===== src/rtl/clk_gate_ctrl.sv =====
// clk_gate_ctrl: sleep/wake sequencer for one gated clock domain.
// It counts idle cycles, asks the domain to quiesce, gates the clock once
// the domain acknowledges, and ungates on activity. After ungating it waits
// a settle period before the domain is reported as ready.
// Optional feature macro: CLK_GATE_CTRL_STATS_EN adds a saturating count of
// gated cycles (o_gated_cycles) with a clear input (i_stats_clr).
module clk_gate_ctrl #(
  parameter int IDLE_CYCLES = 16,
  parameter int WAKE_CYCLES = 4,
  parameter int CNT_W       = 8
) (
  input  logic        i_clk,
  input  logic        i_rst,
  input  logic        i_busy,
  input  logic        i_wake,
  input  logic        i_force_on,
  input  logic        i_sleep_ack,
`ifdef CLK_GATE_CTRL_STATS_EN
  input  logic        i_stats_clr,
  output logic [31:0] o_gated_cycles,
`endif
  output logic        o_clk_en,
  output logic        o_sleep_req,
  output logic        o_ready,
  output logic        o_gated
);

  typedef enum logic [1:0] {
    ST_RUN   = 2'd0,
    ST_DRAIN = 2'd1,
    ST_GATED = 2'd2,
    ST_WAKE  = 2'd3
  } state_t;

  // Terminal counter values; WAKE_LAST is unused when WAKE_CYCLES is 0
  // because GATED then goes straight back to RUN.
  localparam logic [CNT_W-1:0] IDLE_LAST = CNT_W'(IDLE_CYCLES - 1);
  localparam logic [CNT_W-1:0] WAKE_LAST = CNT_W'((WAKE_CYCLES == 0) ? 0 : WAKE_CYCLES - 1);
  localparam bit               SKIP_WAKE = (WAKE_CYCLES == 0);

  state_t           state_q, state_d;
  logic [CNT_W-1:0] cnt_q, cnt_d;
  logic             clk_en_q, sleep_req_q, ready_q, gated_q;
  logic             activity;

  assign activity = i_busy | i_wake | i_force_on;

  // Next-state and shared idle/wake counter logic.
  always_comb begin
    state_d = state_q;
    cnt_d   = cnt_q;
    unique case (state_q)
      ST_RUN: begin
        if (activity) begin
          cnt_d = '0;
        end else if (cnt_q == IDLE_LAST) begin
          state_d = ST_DRAIN;
          cnt_d   = '0;
        end else begin
          cnt_d = cnt_q + 1'b1;
        end
      end
      ST_DRAIN: begin
        // Activity beats a same-cycle acknowledge: the domain has new work.
        if (activity) begin
          state_d = ST_RUN;
          cnt_d   = '0;
        end else if (i_sleep_ack) begin
          state_d = ST_GATED;
          cnt_d   = '0;
        end
      end
      ST_GATED: begin
        if (activity) begin
          state_d = SKIP_WAKE ? ST_RUN : ST_WAKE;
          cnt_d   = '0;
        end
      end
      ST_WAKE: begin
        // Settle period runs to completion regardless of inputs.
        if (cnt_q == WAKE_LAST) begin
          state_d = ST_RUN;
          cnt_d   = '0;
        end else begin
          cnt_d = cnt_q + 1'b1;
        end
      end
      default: begin
        state_d = ST_RUN;
        cnt_d   = '0;
      end
    endcase
  end

  // State register with outputs registered from the next-state decode.
  always_ff @(posedge i_clk) begin
    if (i_rst) begin
      state_q     <= ST_RUN;
      cnt_q       <= '0;
      clk_en_q    <= 1'b1;
      sleep_req_q <= 1'b0;
      ready_q     <= 1'b1;
      gated_q     <= 1'b0;
    end else begin
      state_q     <= state_d;
      cnt_q       <= cnt_d;
      clk_en_q    <= (state_d != ST_GATED);
      sleep_req_q <= (state_d == ST_DRAIN);
      ready_q     <= (state_d == ST_RUN) || (state_d == ST_DRAIN);
      gated_q     <= (state_d == ST_GATED);
    end
  end

  assign o_clk_en    = clk_en_q;
  assign o_sleep_req = sleep_req_q;
  assign o_ready     = ready_q;
  assign o_gated     = gated_q;

`ifdef CLK_GATE_CTRL_STATS_EN
  logic [31:0] gated_cycles_q;

  // Saturating count of cycles spent with the clock gated; clear has priority.
  always_ff @(posedge i_clk) begin
    if (i_rst || i_stats_clr) begin
      gated_cycles_q <= '0;
    end else if (gated_q && (gated_cycles_q != 32'hFFFF_FFFF)) begin
      gated_cycles_q <= gated_cycles_q + 32'd1;
    end
  end

  assign o_gated_cycles = gated_cycles_q;
`endif

endmodule


===== config.mk =====
export PLATFORM = sky130hd
export DESIGN_NAME = clk_gate_ctrl
export DESIGN_NICKNAME = d
export VERILOG_FILES = /design/src/rtl/clk_gate_ctrl.sv
export SDC_FILE = /design/constraint.sdc
export NUM_CORES = 1
export LEC_CHECK = 0
export CAP_MARGIN = 20
export CORE_ASPECT_RATIO = 0.7
export CORE_UTILIZATION = 40
export DETAILED_ROUTE_END_ITERATION = 16
export GPL_TIMING_DRIVEN = 0
export PLACE_DENSITY = 0.57
export SETUP_SLACK_MARGIN = 0.5
export SYNTH_ARGS = -nofsm -noshare
export SYNTH_HDL_FRONTEND = slang
export SYNTH_SLANG_ARGS = --single-unit

===== constraint.sdc =====
create_clock -name i_clk -period 2.8 [get_ports i_clk]
set_clock_uncertainty 0.15 [all_clocks]
set_input_delay 0.56 -clock i_clk [delete_from_list [all_inputs] [get_ports i_clk]]
set_output_delay 0.56 -clock i_clk [all_outputs]
set_load 0.02 [all_outputs]

Word level (Yosys, flattened, before mapping):

Index checks and enable logic that the tools add are counted.

* $add $sub $neg: 1
* $mul: 0
* div/mod/pow operators: 0
* order comparisons: 0
* equality and inequality tests: 10
* shifts and indexed selects: 0
* mux-type cells: 14
* bitwise gates (word level): 2
* reductions and logical operators: 4

Operators with widths (count)
* 2-to-1 mux 8 bit: 6
* case mux 8 bit (4 select lines): 1
* 2-to-1 mux 2 bit: 6
* adder 8 x 1 -> 8 bit (second input constant): 1
* == test 8 x 2 -> 1 bit (second input constant): 1
* == test 8 x 4 -> 1 bit (second input constant): 1
* case mux 2 bit (4 select lines): 1
* == test 2 bit (second input constant): 3
* == test 2 x 1 -> 1 bit (second input constant): 2
* logical NOT 2 bit: 2
* != test 2 bit (second input constant): 2
* != test 3 bit (second input constant): 1
* bitwise OR 1 bit: 2
* AND reduction 2 bit: 1
* logical OR 1 bit: 1

* register bits: 14
* latch bits: 0
* memory bits (writable): 0
* memory bits (read-only): 0
* bits of input ports: 6
* output and inout bits: 4
* word-level logic and storage cells: 37
* memories: 0

Depth between registers and ports, before layout:

Gate-level depths: netlist of the first run.

* word-level depth: 6
* gate-level depth with buffers: 5
* gate-level depth less buffers: 5

Least setup slack after synthesis of the first run:

No wires, ideal clock.

* path type: input port to flip-flop
* start: input i_rst
* end: register cnt_q[2]
* library setup time: 0.128 ns
* arrival time: 1.442 ns
* required time: 2.522 ns
* path slack: 1.080 ns
* cell stages on the path: 3
* buffers on the path: 1
* cells stage by stage: dlygate4sd3_1 -> nand3b_1 -> o211ai_1

RTL lines
* start: declaration: RTL line 13 `input logic i_rst,`
* end signal: assignment: RTL line 106 `cnt_q <= cnt_d;`
* end: declaration: RTL line 42 `logic [CNT_W-1:0] cnt_q, cnt_d;`

==> run summary, run 1 <==
Crit Path Class: primary input to register
die width: 53.87 um
routability cong.: 0.7542
1st-pass router iterations: 4
largest net degree at the start of global routing: 11
total track usage: 19.81%
r2r worst-path depth: 5
Mapped Cells: 90
post-route cell area: 905.9 um^2
IO Pins: 10
core area: 0.001667 mm^2
status: finished clean
worst hold margin: 0.3254 ns
initial DRC count: 15
Initial Util: 45.20%
CTS tree: yes
Synth Register Bits: 14
clock buffer depth: 2
Seq/Total Area, Yosys: 37.21%
HPWL after DPL: 1.145 mm
Final period util: 76.39%
cell area after placement: 869.6 um^2
worst relative slew slack: 49.58%
crit path max-delay cell type: dlygate4sd3_1
total power draw: 0.0004316 W
Async SR Flop Fraction: 0%
Synth Cell Area: 753.2 um^2
Die H: 38.31 um
setup tns final: 0 ns
postcts setup bufs: 0
Worst setup SP type: primary input
RSZ-0062 raised after global routing: no
hold depth: 2
crit-path max FO: 10
worst vdd ir: 0.2567 mV
first-pass GRT wire length: 2.753 mm
Ant. Diodes: 0
Final ANT Viol Nets: 0
fmax: 0.4675 GHz
DRT Wirelength: 1.692 mm
Hold Crit Class: register to register
most frequent cells in the layout: dfxtp_1, nand2_1, clkdlybuf4s50_1
Main synth FF type: dfxtp_1
final net count: 111
Slew @ Worst Pin: 0.7563 ns
share of cells above drive strength 1: 10.68%
H-tree depth: 1
mean post-synth cell area: 8.369 um^2
DR vias/cell: 5.387
Clk pin slew, worst setup/hold paths: 0.08 ns
vias in the first global route: 611
Clk Latency, worst-skew pair: 0.29 ns
via count: 668
final setup fails: 0
Fin. Hold Viols: 0
post_cts resized: 0
final std cells w/o fill: 124
CP cell instances: clkdlybuf4s50_1 > dlygate4sd3_1 > nand3b_1 > o211ai_1
Sink Count: 14
Worst path max stage delay: 0.82 ns
initial antenna violation count: 0
commonest non-fill, non-tap cell in the layout: dfxtp_1
PwrDens: 476.4 mW/mm^2
Placed Cells: 120
Slew Limit Fails: 0
maxcap violations: 0
number of flops mapped to enable cells by yosys: 0
Yosys cell types: 31
grt ovf: 0
critical path arrival: 2.15 ns
total CTS buffers: 3
endpoint class of the critical path: register
Synthesized Nets: 97
Die ar.: 0.002063 mm^2
min Tclk post-route: 2.139 ns
IO buf count: 9
YS warnings: 0
CTS Hold Bufs: 0
Area Overhead vs Synth: 20.27%
CTS Root Cell: clkbuf_4
cell row count: 12
WP data required: 2.82 ns
Layout fillers: 162
DR WL/cell: 13.65 um
drt drc: 0
Pleak: 0.3079 nW
## cell usage after synthesis (2+ instances only)
cell type  count  share of area (%)
nand3_1        2                1.3
o22ai_1        4                3.3
o21a_1         2                2.0
o21ai_0        3                2.0
or3_1          2                1.7
o211ai_1       2                2.0
nor4_1         2                1.7
a21oi_1        8                5.3
dfxtp_1       14                 37
nor3b_1        3                3.0
nor2_1         6                3.0
nor2b_1        2                1.7
nand2_1       12                6.0
a31oi_1        3                2.5
nor3_1         7                4.7
and2_1         3                2.5
## state kept, by name (all words and copies together), names as in the netlist
name	flops
cnt_q	8
o_clk_en	1
o_gated	1
o_ready	1
o_sleep_req	1
state_q	2
## layout make-up
class	count	area [um^2]	share of cell area, %
plain buffers	3	28.78	3.177
clock buffers	4	36.28	4.006
inverters	1	3.754	0.4144
multi-input cells	72	440.4	48.62
flip-flops and latches	14	280.3	30.94
well taps	21	26.28	2.901
repair buffers	9	90.09	9.945
## layer usage
metal  global-route usage [%]  vias up  part of all wire (%)
met2                    28.70        9                    39
met5                        0        -                     0
met4                    3.947        0                     0
li1                         -      359                     -
met3                    7.143        0                   3.7
met1                    27.75      300                    58
## kinds of logic (layout without fill, tap and decap cells)
logic type / count (synthesis) / after routing / synth area share (%)
and+or+nand+nor: 44 / 44 / 31.89
AOI/OAI and AO/OA: 27 / 27 / 24.92
DFF: 14 / 14 / 37.21
buffers and inverters: 4 / 17 / 4.319
adders and majority gates: 1 / 1 / 1.661
## report_power, final
part	total [W]	internal [W]	switching [W]
Combinational	0.0000701	0.0000342	0.0000359
Clock	0.000150	0.0000791	0.0000713
Sequential	0.000211	0.000208	0.00000302
## worst paths after layout
path	endpoint	slack (ns)	startpoint
hold / removal	cnt_q[1]	0.33	cnt_q[1]
setup / recovery	cnt_q[2]	0.66	i_rst
setup reg to reg	cnt_q[7]	0.79	cnt_q[0]
hold reg to reg	cnt_q[1]	0.33	cnt_q[1]
## critical path: cells and delay by family
family	cells	cell delay, ns
simple gates	1	0.17
compound gates	1	0.08
buf+inv	2	1.34
## through the flow
stage	worst slack [ns]	util (%)
after floorplan	1.080	-
after global placement	0.3498	52.18
after detailed placement	0.3631	52.18
after CTS	0.6715	54.35
after global routing	0.5626	54.35
final	0.6610	54.35
No activity file was read; power rests on OpenSTA's default activity.
==> run 2, diff against run 1 <==
==> constraint.sdc (replaced) <==
create_clock -name i_clk -period 2.1 [get_ports i_clk]
set_clock_uncertainty 0.15 [all_clocks]
set_input_delay 0.42 -clock i_clk [delete_from_list [all_inputs] [get_ports i_clk]]
set_output_delay 0.42 -clock i_clk [all_outputs]
set_load 0.02 [all_outputs]
==> run 2 against run 1 <==
  * Hold slack better by 0.0093 ns
  * Final cell count is 6.5% higher
  * Die area stayed put
  * Sequential power is 33% higher
  * Combinational power is 55% higher
  * Clock power is 33% higher
  * Clock-buffer cell count stayed put
  * Total power is 36% higher
  * Critical path depth stayed put
  * Register-to-register slack worse by 0.48 ns
  * First-iteration DRC count is 20% higher
  * Critical path type is now register to register
  * Critical endpoint is now cnt_q[7]
  * Largest cell class unchanged
==> run summary, run 2 (synthesis results as in run 1) <==
IO buf count: 9
switch share: 26.71%
fmax: 0.5588 GHz
1st-pass router iterations: 4
Clk pin slew, worst setup/hold paths: 0.10 ns
crit path from: cnt_q[6]
Final period util: 85.22%
grt ovf: 0
total track usage: 22.28%
Area Overhead vs Synth: 47.34%
core area: 0.001667 mm^2
via count: 754
worst relative slew slack: 71.27%
initial antenna violation count: 0
number of flip-flops in the largest register: 8
Util after Layout: 66.59%
min Tclk post-route: 1.790 ns
NetSw: 0.0001570 W
H-tree depth: 1
internal power: 0.0004310 W
first-pass GRT wire length: 3.056 mm
min-delay src: cnt_q[1]
Sink Count: 14
final std cells w/o fill: 132
Ant. Diodes: 0
cell area after placement: 874.6 um^2
initial DRC count: 18
DRT Wirelength: 2.061 mm
Placed Cells: 120
Clk Latency, worst-skew pair: 0.29 ns
DR vias/cell: 5.712
clock buffer depth: 2
critical path arrival: 1.81 ns
Die H: 38.31 um
die width: 53.87 um
Slew @ Worst Pin: 0.4309 ns
maxcap violations: 0
total CTS buffers: 3
post-route cell area: 0.001110 mm^2
crit-path max FO: 8
Fin. Hold Viols: 0
RSZ-0062 raised after global routing: yes
final setup fails: 0
Hold Crit Class: register to register
most frequent cells in the layout: nand2_1, dfxtp_1, buf_4
reg-to-reg startpoint: cnt_q[6]
Largest regs: cnt_q: 8 flops, state_q: 2 flops
Worst setup SP type: register
Clock Power Share: 33.8%
Final ANT Viol Nets: 0
largest net degree at the start of global routing: 11
Crit Path Class: register to register
WP data required: 2.12 ns
share of cells above drive strength 1: 36.04%
CTS tree: yes
PwrDens: 529.8 mW/mm^2
cell row count: 12
final net count: 119
R2R setup slack: 0.31 ns
CTS Root Cell: clkbuf_4
status: finished clean
Initial Util: 45.20%
drt drc: 0
Biggest register: cnt_q
combinational share of power: 18.6%
pre-CTS setup slack: -0.1868 ns
routability cong.: 0.7638
DR WL/cell: 15.61 um
Sequential Power Share: 47.6%
Layout fillers: 139
worst setup margin: 0.3105 ns
Slew Limit Fails: 0
worst vdd ir: 0.4296 mV
IO Pins: 10
Die ar.: 0.002063 mm^2
setup tns final: 0 ns
endpoint class of the critical path: register
vias in the first global route: 669
commonest non-fill, non-tap cell in the layout: nand2_1
HPWL after DPL: 1.130 mm
Pleak: 0.4747 nW
CTS Hold Bufs: 0
==> run 2: changes by cell type in the layout (fill, tap and decap cells not counted), moves of 3 or more <==
cell,before,now
o22ai_1,4,0
dfxtp_2,0,3
buf_4,1,8
dfxtp_1,14,9
dlymetal6s2s_1,0,3
a21oi_1,8,4
o22ai_2,0,4
dlygate4sd2_1,0,5
nor3_1,7,4
clkdlybuf4s50_1,9,1
==> run 2: area by class of cell <==
cell class              instances  area (um^2)  area share [%]
inverters                       1        3.754          0.3382
well taps                      21        26.28           2.368
flip-flops and latches         14        291.5           26.27
plain buffers                   3        36.28           3.269
repair buffers                 17        151.4           13.64
multi-input cells              72        564.3           50.85
clock buffers                   4        36.28           3.269
==> run 2: power groups by stage <==
stage	sequential (W)	combinational, W	clock, W
after global routing	0.000281	0.000117	0.000217
after floorplan	0.000297	0.0000483	0
after global placement	0.000287	0.0000935	0
after detailed placement	0.000288	0.0000930	0
final	0.000280	0.000109	0.000199
after CTS	0.000279	0.0000976	0.000203
==> run 2: per-layer routing <==
| metal | vias to the layer above | track usage [%] | share of wire [%] |
|---|---|---|---|
| met1 | 343 | 28.23 | 45 |
| met5 | - | 0 | 0 |
| li1 | 375 | - | - |
| met3 | 9 | 7.540 | 6.6 |
| met4 | 0 | 9.211 | 2.6 |
| met2 | 27 | 34.26 | 45 |
==> run 2: repair_timing <==
item	4_1_cts	5_1_grt
gates resized for setup	28	14
setup buffers	5	3
gates cloned	0	0
endpoints found under the setup margin	18	13
pin swaps	5	7
==> run 2: worst max-delay path: stages, from the launching register on <==
cell	delay (ns)
dfxtp_4	0.36
or4_4	0.56
o211a_4	0.31
o211ai_1	0.18
a31oi_1	0.10
==> run 2: stage by stage <==
step,power (W),hold slack [ns]
global route,0.0006143,0.3799
floorplan,0.0003451,0.2992
detailed placement,0.0003806,0.3261
CTS,0.0005796,0.3383
global placement,0.0003807,0.3099
finish,0.0005880,0.3347
==> run 2: path summary, 6_finish.rpt <==
kind	endpoint	depth (start not counted)
worst max-delay path	cnt_q[7]	4
worst min-delay path	cnt_q[1]	2
worst max register to register	cnt_q[7]	4
worst min register to register	cnt_q[1]	2
